--- src/rtl/timer_entry.sv ---
// Keypad entry controller for a three-digit BCD countdown timer (M:SS).
// Collects digits, validates START and issues a one-cycle active-low load strobe.
module timer_entry (
    input  logic       clock,
    input  logic       clrn,
    input  logic       key_valid,
    input  logic [3:0] key,
    input  logic       busy,
    output logic       loadn,
    output logic [3:0] min_ones,
    output logic [3:0] sec_tens,
    output logic [3:0] sec_ones,
    output logic [1:0] digit_count,
    output logic       err
);

    localparam int unsigned DW = 4;
    localparam int unsigned CW = 2;

    localparam logic [DW-1:0] MAX_DIGIT = DW'(9);
    localparam logic [DW-1:0] MAX_TENS  = DW'(5);
    localparam logic [DW-1:0] KEY_CLEAR = DW'(10);
    localparam logic [DW-1:0] KEY_START = DW'(11);
    localparam logic [CW-1:0] MAX_COUNT = CW'(3);

    typedef enum logic [1:0] {
        IDLE  = 2'd0,
        ENTRY = 2'd1,
        LOAD  = 2'd2
    } state_t;

    state_t        state, state_nxt;
    logic [DW-1:0] min_ones_nxt, sec_tens_nxt, sec_ones_nxt;
    logic [CW-1:0] count_nxt;
    logic          err_nxt, loadn_nxt;

    // State and all outputs are registered together.
    always_ff @(posedge clock or negedge clrn) begin
        if (!clrn) begin
            state       <= IDLE;
            min_ones    <= '0;
            sec_tens    <= '0;
            sec_ones    <= '0;
            digit_count <= '0;
            err         <= 1'b0;
            loadn       <= 1'b1;
        end else begin
            state       <= state_nxt;
            min_ones    <= min_ones_nxt;
            sec_tens    <= sec_tens_nxt;
            sec_ones    <= sec_ones_nxt;
            digit_count <= count_nxt;
            err         <= err_nxt;
            loadn       <= loadn_nxt;
        end
    end

    // Key decode; loadn_nxt is low exactly when entering LOAD so the strobe spans the LOAD cycle.
    always_comb begin
        state_nxt    = state;
        min_ones_nxt = min_ones;
        sec_tens_nxt = sec_tens;
        sec_ones_nxt = sec_ones;
        count_nxt    = digit_count;
        err_nxt      = 1'b0;
        loadn_nxt    = 1'b1;

        case (state)
            LOAD: begin
                state_nxt    = IDLE;
                min_ones_nxt = '0;
                sec_tens_nxt = '0;
                sec_ones_nxt = '0;
                count_nxt    = '0;
            end
            IDLE, ENTRY: begin
                if (key_valid) begin
                    if (key <= MAX_DIGIT) begin
                        if (busy || digit_count == MAX_COUNT) begin
                            err_nxt = 1'b1;
                        end else begin
                            min_ones_nxt = sec_tens;
                            sec_tens_nxt = sec_ones;
                            sec_ones_nxt = key;
                            count_nxt    = digit_count + CW'(1);
                            state_nxt    = ENTRY;
                        end
                    end else if (key == KEY_CLEAR) begin
                        min_ones_nxt = '0;
                        sec_tens_nxt = '0;
                        sec_ones_nxt = '0;
                        count_nxt    = '0;
                        state_nxt    = IDLE;
                    end else if (key == KEY_START) begin
                        if (state == ENTRY && !busy && sec_tens <= MAX_TENS) begin
                            state_nxt = LOAD;
                            loadn_nxt = 1'b0;
                        end else begin
                            err_nxt = 1'b1;
                        end
                    end
                end
            end
            default: begin
                state_nxt = IDLE;
            end
        endcase
    end

endmodule

--- config.mk ---
export PLATFORM = sky130hd
export DESIGN_NAME = timer_entry
export DESIGN_NICKNAME = d
export VERILOG_FILES = /design/src/rtl/timer_entry.sv
export SDC_FILE = /design/constraint.sdc
export NUM_CORES = 1
export LEC_CHECK = 0
export CAP_MARGIN = 20
export CELL_PAD_IN_SITES_DETAIL_PLACEMENT = 1
export CELL_PAD_IN_SITES_GLOBAL_PLACEMENT = 2
export CORE_MARGIN = 3
export CORE_UTILIZATION = 30
export DETAILED_ROUTE_END_ITERATION = 8
export PLACE_DENSITY = 0.93
export SYNTH_ARGS = -nofsm -noshare
export SYNTH_HDL_FRONTEND = slang
export SYNTH_SLANG_ARGS = --single-unit
export TNS_END_PERCENT = 50
--- constraint.sdc ---
create_clock -name clock -period 3.49 [get_ports clock]
set_input_delay 0.698 -clock clock [delete_from_list [all_inputs] [get_ports clock]]
set_output_delay 0.698 -clock clock [all_outputs]
set_load 0.01 [all_outputs]
==> run metrics <==
status completed; Register-to-Register Path Depth 5; pre-CTS setup slack 1.114 ns; IO Count 24; Synth Net Count 102; DR DRC count 0; worst vdd ir ~220 uV; PostCTS Resize Cnt 0; Reg2Reg Setup Slack ~1.7 ns; Ys Warns 0; initial antenna violation count 0; Yosys top cell area share 48.30%; final instance area 1185 um^2; hold path startpoint min_ones[2]; final WL around 2.4 mm; Area after DPL between 1000 and 1500 um^2; largest fanout on the critical path 14; max_slew headroom 46.72%; CORE AREA 2781 um^2; final setup fails 0; port bufs 23; initial DRC count 30; Post-DRT Antenna Nets 0; placed cells 144; setup tns final 0 ns; Avg Inst Size Synth ~9.5 um^2; Crit-path slowest cell clkdlybuf4s50_1; Slew Limit Fails 0; WP data arrival roughly 2.3 ns; routability cong. ~0.78; Die Span X roughly 60 um; slowest stage delay, CP 0.53 ns; worst hold path type flip-flop to flip-flop; P_leak between 0.4 and 0.5 nW; Worst Hold Depth 2; hold_buf cts 0; Power, Total 0.5725 mW; Yosys top cell by area dfrtp_1; Die H 60.19 um; RSZ-0062 raised after global routing no; DRT Pass-1 Iters 4; worst slew pin tran 0.7968 ns; commonest non-fill, non-tap cell in the layout clkdlybuf4s50_1; CP Capture Type flip-flop; Final Non-Filler Cells 148; Worst Skew 0.003979 ns; post-DP HPWL 1.644 mm; top cells by area, synth dfrtp_1, nand2_1, nand3_1, o21ai_1, dfstp_2; post-route setup slack 1.415 ns; Mapped Cells just over 90; wire per inst 15.92 um; n_diodes 0; post-synthesis simple-gate area fraction 26.14%; delay-heaviest family, CP buffers and inverters; Area growth, synth to finish 34.52%; worst r2r src digit_count[0]; CTS tree done; Util after Layout a little over two fifths; Cell Area, Synth 880.8 um^2; clk_lat worst skew 0.29 ns; crit path kind input pin to flip-flop; via count between 700 and 800; crit path time final 2.075 ns; Netlist cell types 29; grt ovf 0; adder-cell area share of the yosys netlist 1.420%; post-synthesis mux area share 0%; hold slack 0.5291 ns; largest net degree at the start of global routing 19; most frequent cells in the layout clkdlybuf4s50_1, dfrtp_1, nand2_1; Initial Util 31.67%; maxcap violations 0; startpoint types input pin; root buf cell clkbuf_4; WHS Endpoint min_ones[2]; largest family of logic cells by synthesized area simple AND/OR/NAND/NOR gates; Clock Tree Buf Depth 2; Fin. Hold Viols 0; Critical path buffers and inverters 2; Worst Path Required 3.66 ns; FP Rows 19; total CTS buffers 3; Seq/Total Area, Yosys 51.28%; GRT Resource Usage Total 14.90%; complex-gate fraction of the synthesized area 17.61%; synthesis-stage register bit count 18; Post-Synth XOR/XNOR Area 0%; vias per inst 5.284; reg2reg end sec_tens[2]; setup repair bufs after CTS 0; share of cells above drive strength 1 8.547%; crit path launch key_valid; final worst path period share 59.45%; Total Nets Final 127; H-tree depth 1; CTS clock-pin slew for the worst setup and hold paths 0.10 ns; worst path cell trace clkdlybuf4s50_1, or3b_1, a221oi_2, buf_4, o21ai_0; power per cell area 483.2 nW/um^2; first-pass GRT wire length 4.029 mm; Die ar. roughly 3600 um^2; number of global-route vias before repair 857; Clock Sinks 18; fmax between 0.4 and 0.5 GHz
## how the worst max path moves through the flow
stage / to / cells after the start / slack (ns)
floorplan: digit_count[1] / 4 / 1.61
global placement: min_ones[3] / 5 / 1.15
detailed placement: sec_tens[3] / 5 / 1.11
CTS: sec_tens[2] / 5 / 1.41
global route: sec_tens[2] / 5 / 1.37
finish: sec_tens[2] / 5 / 1.42
## report_power, final
group	internal, mW	leakage [nW]	total (mW)	switching [mW]
clock network	0.0635	0.0210	0.127	0.0633
logic	0.0924	0.233	0.175	0.0825
registers	0.242	0.237	0.271	0.0288
## final cells by class
cell class                 count  area (um^2)
fill                         324         1597
sequential                    18        451.7
multi-input combinational     67        397.9
timing repair buffer          26        252.7
tap                           31        38.79
clock buffer                   4        36.28
inverter                       2        7.507
## worst min-delay path: cells and delay by family (launching register included)
kind	cells	cell delay, ns
and+or+nand+nor	1	0.06
AOI/OAI and AO/OA	1	0.05
DFF	1	0.39
## synthesized netlist by cell type
cell / count
or4_1: 1
nor3b_1: 1
nor4b_2: 1
clkbuf_1: 5
o2111ai_1: 1
o211ai_1: 1
a21o_1: 2
a221oi_2: 1
dfstp_2: 1
nand2b_1: 3
inv_1: 2
o31ai_1: 1
nand3b_1: 2
o21ai_1: 10
nand3_1: 11
a211oi_1: 1
buf_2: 1
dfrtp_1: 17
ha_1: 1
o21a_1: 2
o21ai_0: 4
o221ai_1: 1
nand2_1: 16
or3b_1: 1
nand4b_1: 2
nor2_1: 1
and2_1: 1
nor3_1: 1
or4b_1: 1
## state kept, by name, summed over array words and instances, names as in the netlist
name         flops
digit_count      2
err              1
loadn            1
min_ones         4
sec_ones         4
sec_tens         4
state            2
## metal layers
| metal | track usage (%) | share of wire (%) | vias to the layer above | routed length (um) |
|---|---|---|---|---|
| met3 | 3.456 | 3.4 | 2 | 79 |
| met5 | 0 | 0 | - | 0 |
| met1 | 20.77 | 50 | 384 | 1172 |
| li1 | - | - | 382 | - |
| met4 | 4.747 | 0.55 | 0 | 13 |
| met2 | 22.69 | 46 | 14 | 1090 |
## logic make-up (layout without fill, tap and decap cells)
| family | after synthesis | after routing |
|---|---|---|
| and+or+nand+nor | 42 | 42 |
| buffers and inverters | 8 | 32 |
| DFF | 18 | 18 |
| AOI/OAI and AO/OA | 24 | 24 |
| adders and majority gates | 1 | 1 |
(Power assumes the default switching activity.)
